`src/rtl/sim_host_pkg.sv`:
```
// Shared types and default constants for the simulation host monitor.
package sim_host_pkg;

  typedef enum logic [1:0] {
    RUN     = 2'd0,
    PASS    = 2'd1,
    FAIL    = 2'd2,
    TIMEOUT = 2'd3
  } mon_state_e;

  // Entry 0 sits in the LSBs.
  localparam logic [95:0] TOHOST_ADDR_DEFAULT  = {32'h8011fffc, 32'h80003000, 32'h80001000};
  localparam logic [31:0] CONSOLE_ADDR_DEFAULT = 32'h9a100000;
  localparam logic [31:0] PASS_CODE            = 32'd1;

endpackage

```
`src/rtl/sim_host_con_fifo.sv`:
```
// Console byte FIFO: registered storage, head visible the cycle after push.
module sim_host_con_fifo #(
  parameter int DEPTH = 16,
  parameter int W     = 8
) (
  input  logic         clk_i,
  input  logic         rst_ni,
  input  logic         push_i,
  input  logic [W-1:0] data_i,
  input  logic         pop_i,
  output logic [W-1:0] data_o,
  output logic         full_o,
  output logic         empty_o,
  output logic         overflow_o
);

  localparam int AW = $clog2(DEPTH);

  logic [AW:0]  r_wr_ptr;
  logic [AW:0]  r_rd_ptr;
  logic [W-1:0] r_mem [DEPTH];
  logic         r_overflow;
  logic         w_pop;
  logic         w_push;

  assign empty_o = (r_wr_ptr == r_rd_ptr);
  assign full_o  = (r_wr_ptr[AW] != r_rd_ptr[AW]) &&
                   (r_wr_ptr[AW-1:0] == r_rd_ptr[AW-1:0]);

  // A pop on an empty FIFO is meaningless; a push when full only fits if the head leaves.
  assign w_pop  = pop_i & ~empty_o;
  assign w_push = push_i & (~full_o | w_pop);

  // Head byte forced to zero while empty so stale storage never leaks out.
  assign data_o     = empty_o ? '0 : r_mem[r_rd_ptr[AW-1:0]];
  assign overflow_o = r_overflow;

  // Storage array: written on accepted pushes, contents are irrelevant once pointers reset.
  always_ff @(posedge clk_i) begin
    if (w_push) r_mem[r_wr_ptr[AW-1:0]] <= data_i;
  end

  // Pointers and sticky overflow flag.
  always_ff @(posedge clk_i or negedge rst_ni) begin
    if (!rst_ni) begin
      r_wr_ptr   <= '0;
      r_rd_ptr   <= '0;
      r_overflow <= 1'b0;
    end else begin
      if (w_push) r_wr_ptr <= r_wr_ptr + 1'b1;
      if (w_pop)  r_rd_ptr <= r_rd_ptr + 1'b1;
      if (push_i && full_o && !w_pop) r_overflow <= 1'b1;
    end
  end

endmodule

```
`src/rtl/sim_host_monitor.sv`:
```
// Snoops the core data bus for tohost verdict writes and console bytes.
module sim_host_monitor
  import sim_host_pkg::*;
#(
  parameter int                       NUM_TOHOST   = 3,
  parameter logic [NUM_TOHOST*32-1:0] TOHOST_ADDRS = TOHOST_ADDR_DEFAULT,
  parameter logic [31:0]              CONSOLE_ADDR = CONSOLE_ADDR_DEFAULT,
  parameter int                       CON_DEPTH    = 16,
  parameter int                       CYC_W        = 64
) (
  input  logic             clk_i,
  input  logic             rst_ni,
  input  logic             data_req_i,
  input  logic             data_we_i,
  input  logic [3:0]       data_be_i,
  input  logic [31:0]      data_addr_i,
  input  logic [31:0]      data_wdata_i,
  input  logic [CYC_W-1:0] max_cycles_i,
  output logic             con_valid_o,
  output logic [7:0]       con_data_o,
  input  logic             con_ready_i,
  output logic             con_overflow_o,
  output logic             done_o,
  output logic             pass_o,
  output logic             fail_o,
  output logic             timeout_o,
  output logic [30:0]      fail_code_o,
  output logic [CYC_W-1:0] cycle_count_o
);

  mon_state_e       r_state;
  mon_state_e       w_state_nxt;
  logic             r_th_vld;
  logic [31:0]      r_th_data;
  logic [30:0]      r_fail_code;
  logic [CYC_W-1:0] r_cnt;
  logic [CYC_W-1:0] w_cnt_nxt;
  logic             w_th_match;
  logic             w_th_hit;
  logic             w_con_hit;
  logic             w_con_empty;
  logic             w_con_full;
  logic             w_unused;

  // Duplicate entries simply OR together.
  always_comb begin
    w_th_match = 1'b0;
    for (int i = 0; i < NUM_TOHOST; i++) begin
      if (data_addr_i == TOHOST_ADDRS[i*32 +: 32]) w_th_match = 1'b1;
    end
  end

  assign w_th_hit  = data_req_i & data_we_i & w_th_match;
  assign w_con_hit = data_req_i & data_we_i & data_be_i[0] & (data_addr_i == CONSOLE_ADDR);
  assign w_cnt_nxt = (&r_cnt) ? r_cnt : r_cnt + 1'b1;
  assign w_unused  = ^{data_be_i[3:1], w_con_full};

  // Tohost capture stage: valid flag.
  always_ff @(posedge clk_i or negedge rst_ni) begin
    if (!rst_ni) r_th_vld <= 1'b0;
    else         r_th_vld <= w_th_hit;
  end

  // Tohost capture stage: payload, only meaningful alongside r_th_vld.
  always_ff @(posedge clk_i) begin
    if (w_th_hit) r_th_data <= data_wdata_i;
  end

  // State, failure code and saturating cycle counter.
  always_ff @(posedge clk_i or negedge rst_ni) begin
    if (!rst_ni) begin
      r_state     <= RUN;
      r_fail_code <= '0;
      r_cnt       <= '0;
    end else begin
      r_state <= w_state_nxt;
      r_cnt   <= w_cnt_nxt;
      if (r_state == RUN && w_state_nxt == FAIL) r_fail_code <= r_th_data[31:1];
    end
  end

  // Verdict decision; a tohost value beats a coincident timeout. The timeout
  // fires on the edge where the counter first exceeds the limit.
  always_comb begin
    w_state_nxt = r_state;
    if (r_state == RUN) begin
      if (r_th_vld && r_th_data == PASS_CODE)          w_state_nxt = PASS;
      else if (r_th_vld && r_th_data != '0)            w_state_nxt = FAIL;
      else if (max_cycles_i != '0 && w_cnt_nxt > max_cycles_i) w_state_nxt = TIMEOUT;
    end
  end

  assign done_o        = (r_state != RUN);
  assign pass_o        = (r_state == PASS);
  assign fail_o        = (r_state == FAIL) || (r_state == TIMEOUT);
  assign timeout_o     = (r_state == TIMEOUT);
  assign fail_code_o   = (r_state == FAIL) ? r_fail_code : '0;
  assign cycle_count_o = r_cnt;
  assign con_valid_o   = ~w_con_empty;

  sim_host_con_fifo #(
    .DEPTH (CON_DEPTH),
    .W     (8)
  ) u_con_fifo (
    .clk_i      (clk_i),
    .rst_ni     (rst_ni),
    .push_i     (w_con_hit),
    .data_i     (data_wdata_i[7:0]),
    .pop_i      (con_valid_o & con_ready_i),
    .data_o     (con_data_o),
    .full_o     (w_con_full),
    .empty_o    (w_con_empty),
    .overflow_o (con_overflow_o)
  );

endmodule

```
`config.mk`:
```
export PLATFORM = sky130hd
export DESIGN_NAME = sim_host_monitor
export DESIGN_NICKNAME = d
export VERILOG_FILES = /design/src/rtl/sim_host_pkg.sv /design/src/rtl/sim_host_con_fifo.sv /design/src/rtl/sim_host_monitor.sv
export SDC_FILE = /design/constraint.sdc
export NUM_CORES = 1
export LEC_CHECK = 0
export CORE_ASPECT_RATIO = 1.2
export CORE_UTILIZATION = 35
export CTS_CLUSTER_SIZE = 10
export DETAILED_ROUTE_END_ITERATION = 10
export SYNTH_ARGS = -nofsm -noshare
export SYNTH_HDL_FRONTEND = slang
export SYNTH_SLANG_ARGS = --single-unit
```
`constraint.sdc`:
```
create_clock -name clk_i -period 4.5 [get_ports clk_i]
set_input_delay 0.45 -clock clk_i [delete_from_list [all_inputs] [get_ports clk_i]]
set_output_delay 0.45 -clock clk_i [all_outputs]
set_load 0.02 [all_outputs]
```
==> flow_summary.yaml <==
worst_setup_path:
  worst_path_max_delay_cell: "or4b_4"
  cp_max_fo: 6
  cp_num_buf_inv: 1
  start_kind: "flip-flop"
  crit_type: "reg -> reg"
  max_stage_delay_ns: 0.67
  path_cells: "and4_1 > and3_2 > nand4_1 > or4b_4 > nor3_2 > xor2_1 > ha_1 > nand4_1 > nor4_2 > buf_4 > nand4b_1 > a311oi_1 > nor4_1 > o41ai_1"
  required_ns: 4.97
  crit_top_cell: "nand4_1"
  crit_family: "simple AND/OR/NAND/NOR gates"
  worstSetupEndpointType: "flip-flop"
  crit_arrival_ns: 4.52
clock_tree:
  cts_buffers: 31
  cts_tree: "yes"
  h-tree-depth: 1
  clkLatencyLatePin_ns: 0.57
  cts.clk_slew.worst_paths_ns: 0.06
  clk_path_buf_depth: 3
  cts.sinks: 269
  clock_tree.root_cell: "clkbuf_16"
synth:
  syn_nets: 1211
  yosysTopAreaCell: "edfxtp_1"
  syn_avg_cell_area_um2: 13.0
  synth_area_mm2: 0.0131
  ys_types: 57
  ys_ff_latch: 269
  ys.flop_type: "edfxtp_1"
  async_reset_ff_share_pct: 40.5
  synth_area_leaders: "edfxtp_1, dfrtp_1, mux4_2"
  synthCells: 1004
  synth_seq_area_share_pct: 57.7
  synth_top_area_share_pct: 36.8
  synth_edf_count: 160
  ys_warn_count: 0
floorplan:
  placement_rows: 77
  dieArea_mm2: 0.0381
  core_mm2: 0.0368
  start_util_pct: 35.5
  die_h_um: 214
  io-pin-count: 246
  die_x_um: 178
global_routing:
  grt_use_total_pct: 18.5
  antenna_found_initial: 1
  grt_max_degree: 58
  overflow: 0
  grt_pass1_vias: 9362
  grt_pass1_wl_um: 52800
drt:
  ant_nets: 0
  num_vias: 9048
  drt-vias-per-instance: 5.07
  drt-initial-drc-count: 475
  wl_um: 35200
  wl_per_cell_um: 19.8
  drc: 0
  drt_pre_antenna_iters: 5
sta:
  tightest_slew_ns: 0.887
  finalSetupViolCount: 0
  setup_tns_ns: 0
  hold_violations: 0
  fmax_mhz: 246
  fin_crit_sh_pct: 90.2
  rsz0062_at_grt: "false"
  layout_min_cycle_time_ns: 4.06
  skew_ns: 0.0173
  maxSlewHeadroom_pct: 40.7
  slew_violations: 0
power_and_ir_drop:
  internal_power_w: 0.00470
  switching_power_w: 0.00161
  switching_share_pct: 25.5
  powerDensity_mw_per_mm2: 366
  pwr-share-clk_pct: 36.7
  seq_power_share_pct: 43.0
  p_leak_nw: 6.90
  peakVddDrop_v: 0.000378
  combPwrFrac_pct: 20.3
finish:
  area_growth_pct: 31.8
  final_common_cell: "clkdlybuf4s50_1"
  antenna_cells: 0
  postLayoutCoreUtil_pct: 46.8
  final_nets: 1493
  layout_common_cells: "clkdlybuf4s50_1, edfxtp_1, dfrtp_1, inv_1, ha_1"
  drive_gt1_share_pct: 13.0
placed_design:
  io_buffers: 242
  gp_congestion: 0.852
  hpwl_um: 26400
job:
  max_cap_viol_count: 0
run_status:
  status: "finished, final reports clean"
worst_hold_path:
  hold_path.class: "in -> reg"
-- path summary, 6_finish.rpt --
path                                  startpoint               endpoint  slack, ns  cells past startpoint
min in group asynchronous                 rst_ni      cycle_count_o[39]       0.50                      2
max in group asynchronous                 rst_ni        r_fail_code[10]       3.03                      3
hold / removal                  data_wdata_i[13]          r_th_data[13]       0.44                      1
setup reg to reg                cycle_count_o[8]             r_state[0]       0.44                     14
setup / recovery                cycle_count_o[8]             r_state[0]       0.44                     14
hold reg to reg            u_con_fifo.overflow_o  u_con_fifo.overflow_o       0.48                      1
-- through the flow --
stage          power, W  instance area [um^2]  std cells  hold WS (ns)  worst slack (ns)
2_1_floorplan   0.00351                 13100       1004         0.154             0.430
3_3_place_gp    0.00407                 16300       1725         0.466             0.332
3_5_place_dp    0.00407                 16300       1725         0.474             0.295
4_1_cts         0.00642                 17200       1782         0.410             0.272
5_1_grt         0.00658                 17200       1783         0.414           0.00495
6_report        0.00631                 17200       1783         0.441             0.443
-- worst register-to-register path, cell delays in order, from the launching register on --
cell      delay (ns)
dfrtp_1         0.45
and4_1          0.25
and3_2          0.24
nand4_1         0.24
or4b_4          0.67
nor3_2          0.19
xor2_1          0.11
ha_1            0.30
nand4_1         0.14
nor4_2          0.34
buf_4           0.18
nand4b_1        0.15
a311oi_1        0.25
nor4_1          0.12
o41ai_1         0.34
-- timing repair --
action                                  in CTS  in global routing
endpoints found under the hold margin       55                  0
resized for setup                            0                  3
setup buffers                                0                  1
hold buffers                                 1                  0
endpoints found under the setup margin       0                  1
-- area by class of cell --
cell class / count / area, um^2
fillers: 3321 / 19600
repair buffers: 282 / 2750
inverters: 84 / 315
clock inverters: 1 / 20.0
multi-input cells: 618 / 5110
well taps: 474 / 593
flip-flops and latches: 269 / 7530
clock buffers: 55 / 906
-- logic make-up after synthesis --
logic type / after synthesis / synth area share (%)
AOI/OAI and AO/OA: 65 / 3.15
xor gates and xnor gates: 73 / 4.89
adders and majority gates: 70 / 6.70
buffers and inverters: 117 / 3.40
DFF: 269 / 57.7
muxes: 73 / 9.73
and+or+nand+nor: 337 / 14.5
-- power by group through the flow --
stage          registers [W]  logic [W]  clock network, W
6_report             0.00272    0.00128           0.00232
4_1_cts              0.00272    0.00131           0.00238
5_1_grt              0.00272    0.00137           0.00248
2_1_floorplan        0.00271   0.000802                 0
3_5_place_dp         0.00277    0.00130                 0
3_3_place_gp         0.00277    0.00130                 0
-- Yosys cell counts (2+ instances only) --
master    number
dfrtp_1      109
nand2_1       59
mux2_2        32
a211oi_1       2
and3_2         2
nand4_1       47
a2111o_1       2
buf_2          3
and3_1         5
mux4_2        40
xor2_1        38
and4_1         6
ha_1          70
nor2b_1       12
nor3_1        33
clkbuf_1      23
edfxtp_1     160
inv_1         84
a31oi_1        2
a21oi_1       28
nand4b_1       4
o22ai_1        2
or3_1          3
nor4_1        50
nor2_1        35
nand2b_1       3
o21ai_0       11
and2_1        36
nor3_2         2
buf_1          6
or2_2          7
nand3_1       24
a21o_1         4
or4_1          2
a221oi_1       2
xnor2_1       35
-- registers in the layout (all words and copies together) (netlist names) --
name                   count
cycle_count_o             64
r_fail_code               31
r_state                    2
r_th_data                 32
r_th_vld                   1
u_con_fifo.overflow_o      1
u_con_fifo.r_mem         128
u_con_fifo.r_rd_ptr        5
u_con_fifo.r_wr_ptr        5
-- metal layers --
metal	track usage, %	vias to the layer above	wire, um
li1	-	4308	-
met1	22.1	4463	14100
met2	34.0	227	18500
met3	2.62	48	1800
met4	5.70	2	834
met5	0	-	13
Note: power is estimated with default switching activity, not from simulation.
==> RTL change 1, RTL diff (same settings) <==
Change the parameter `CON_DEPTH` from 16 to 64.
--- a/src/rtl/sim_host_monitor.sv
+++ b/src/rtl/sim_host_monitor.sv
@@ -5,7 +5,7 @@
   parameter int                       NUM_TOHOST   = 3,
   parameter logic [NUM_TOHOST*32-1:0] TOHOST_ADDRS = TOHOST_ADDR_DEFAULT,
   parameter logic [31:0]              CONSOLE_ADDR = CONSOLE_ADDR_DEFAULT,
-  parameter int                       CON_DEPTH    = 16,
+  parameter int                       CON_DEPTH    = 64,
   parameter int                       CYC_W        = 64
 ) (
   input  logic             clk_i,
Function: same outputs for any inputs over 4 cycles, from zero or initial values and one cycle with rst_ni low; that may be too few to reach the edited logic, so the function may still have changed.
==> RTL change 1 against the original RTL <==
- setup slack got worse by 240 ps
- cell area grew 100%
- global-route usage is 1.2 points lower
- fmax shrank 5.7%
- total power is 100% higher
- sequential cell count up 388
- area after synthesis up 110%
- clock power increased by 140%
- routed wire length rose by 98%
==> RTL change 1: results <==
[place]
dp_slack_ps = 67.2
dp_cells = 2957
hpwl_um = 46500
place_congestion = 0.871

[drt]
wirelength_um = 69700
drt-initial-drc-count = 1116
viasPerCell = 5.16

[timing]
slew_headroom_pct = 18.5
maxClockFrequency_mhz = 233
fin_worst_skew_ps = 38.1

[setup_path]
worstPathMaxFanout = 5
crit_start = cycle_count_o[14]$_DFF_PN0_
reg2reg_setup_slack_ps = 200

[finish]
largest_register_ffs = 512
nFillCells = 6808
drive_gt1_share_pct = 22.1

[pwr]
leakage_nw = 12.0
vdd_drop_max_mv = 0.302

[synthesis]
syn_inst = 1603
synth_edf_count = 544
async_flop_share_pct = 17.2
yosys.cell_types.count = 58

[cts]
clk_latency_ps = 620
h-tree-depth = 3

[grt]
grt.total_usage_pct = 17.2
grt_pass1_vias = 16800
antenna_found_initial = 0
grt_pass1_wl_um = 104000

[outcome]
status = complete, no violations
==> RTL change 1: cell types whose count changed in the layout (fill, tap and decap cells not counted), moves of 14 or more <==
| cell | change |
|---|---|
| edfxtp_1 | +384 |
| mux4_2 | +120 |
| buf_4 | +97 |
| nor2_1 | +53 |
| clkbuf_16 | +46 |
| xnor2_1 | +26 |
| clkbuf_1 | +20 |
| nor3_1 | -20 |
| xor2_1 | -20 |
| nand3_1 | +17 |
| mux2i_1 | +15 |
| inv_1 | -14 |
==> RTL change 1: cell families after synthesis <==
| group | count (synthesis) | synth area share [%] |
|---|---|---|
| AND/OR/NAND/NOR | 388 | 7.61 |
| adder cells (fa/ha/maj) | 67 | 3.00 |
| multiplexers | 210 | 14.9 |
| AO/OA/AOI/OAI | 70 | 1.60 |
| flip-flops | 657 | 68.6 |
| XOR/XNOR | 79 | 2.48 |
| buffers and inverters | 132 | 1.82 |
==> RTL change 1: per-layer routing <==
metal,GRT usage (%),part of all wire (%)
met5,0,0
met4,6.14,2.8
met3,2.77,5.7
met2,30.2,52
met1,21.3,39
==> RTL change 1: worst max-delay path, stage by stage, from the launching register on <==
cell,delay [ps]
dfrtp_1,410
and4_4,300
nand4_4,150
or4_4,590
or4b_4,580
nor3_2,150
xor2_1,120
ha_1,320
nand4_1,160
nor4_2,320
buf_4,180
nand3_1,110
o31ai_1,220
a211oi_1,70
buf_4,170
o41ai_1,350
==> RTL change 1: area by class of cell <==
class	instances	area, sq um	share of cell area, %
timing repair buffer	382	3490	10.0
clock inverter	6	138	0.396
clock buffer	118	2090	6.02
inverter	70	263	0.757
multi-input combinational	814	8280	23.8
sequential	657	19200	55.2
tap	1035	1290	3.73
==> RTL change 1: repair_timing <==
item	CTS	global route
endpoints found under the hold margin	52	0
gates resized for setup	0	7
setup endpoints to repair	0	2
hold buffers	1	0
==> RTL change 2, RTL diff (config.mk and constraints unchanged) <==
Without the edit above. Encoding of `mon_state_e`: now one-hot (4 bits for 4 states).
--- a/src/rtl/sim_host_pkg.sv
+++ b/src/rtl/sim_host_pkg.sv
@@ -1,11 +1,11 @@
 // Shared types and default constants for the simulation host monitor.
 package sim_host_pkg;
 
-  typedef enum logic [1:0] {
-    RUN     = 2'd0,
-    PASS    = 2'd1,
-    FAIL    = 2'd2,
-    TIMEOUT = 2'd3
+  typedef enum logic [3:0] {
+    RUN     = 4'b0001,
+    PASS    = 4'b0010,
+    FAIL    = 4'b0100,
+    TIMEOUT = 4'b1000
   } mon_state_e;
 
   // Entry 0 sits in the LSBs.
Behaviour: same outputs for any inputs over 4 cycles, from zero or initial values and one cycle with rst_ni low; so few cycles prove little.
==> RTL change 2 against the original RTL <==
- clock skew grew 2.5 ps
- total power is 3.9% higher
- sequential cell count rose by 2
- setup slack got worse by 220 ps
- cell area is 0.17% higher
- largest cell class unchanged
- synthesized cell count decreased by 2.4%
- routed wire length rose by 2.7%
- highest routed layer unchanged
- area after synthesis is 0.70% higher
==> RTL change 2: results <==
[drt]
via_count = 9012
met2_length_um = 18700
wl_per_cell_um = 20.6
wl_met3_um = 2160
met1_length_um = 14400
viasPerCell = 5.14

[cts]
cts_buffers = 34
h-tree-depth = 2

[finish]
fin_util_pct = 46.8
drive_gt1_share_pct = 12.0
nFillCells = 3389
clkbuf_count = 56
clk_share_pct = 5.86
nMultiInputCombCells = 609
multi_input_area_share_pct = 29.9
sh_seq_area_pct = 44.0
n_all_inverters = 73
fin_nets = 1461

[synthesis]
yosys.cell_types.count = 64
syn_nets = 1187
synth_compound_area_share_pct = 3.05
synth_area_leaders = edfxtp_1 (37%), dfrtp_1 (21%), mux4_2 (6.8%)
async_flop_share_pct = 41.0
synth_mux_area_share_pct = 9.59

[setup_path]
r2r_cells = 13
crit_end = r_state[3]$_DFF_PN0_
reg2reg_setup_slack_ps = 220
worstPathArrival_ps = 4670

[timing]
fin_crit_sh_pct = 95.0
fin_hold_ws_ps = 15.4

[min_path]
holdCritPathClass = in2async

[pwr]
leakage_nw = 6.85
seqPwrFrac_pct = 41.9
total_power_mw = 6.56
intPower_mw = 4.83

[grt]
gr-usage-met2_pct = 34.4
grt.total_usage_pct = 19.3

[place]
dp_slack_ps = 333

[outcome]
status = complete, no violations
RTL change 2: cell types whose count changed after synthesis, moves of 6 or more:
| cell | change |
|---|---|
| and2_1 | +6 |
| xnor2_1 | +12 |
| nor2_1 | -7 |
| inv_1 | -11 |
| nor4_1 | -15 |
| and3_1 | +11 |
| or2_2 | -6 |
| nand2_1 | -15 |
| buf_2 | +9 |
| nand4_1 | +13 |
| xor2_1 | -11 |
| nor3b_1 | +7 |
| clkbuf_1 | -14 |
| nor3_1 | -13 |
RTL change 2: worst max-delay path, cell delays in order (launching register included):
cell	delay, ps
dfrtp_1	470
nand4_1	230
nor3_1	380
nand3b_1	440
nor3_2	440
nor3b_1	280
xor2_1	230
ha_1	290
nand4_1	120
nor2_1	90
a221oi_1	280
o211ai_1	160
a221o_1	350
o41a_1	380
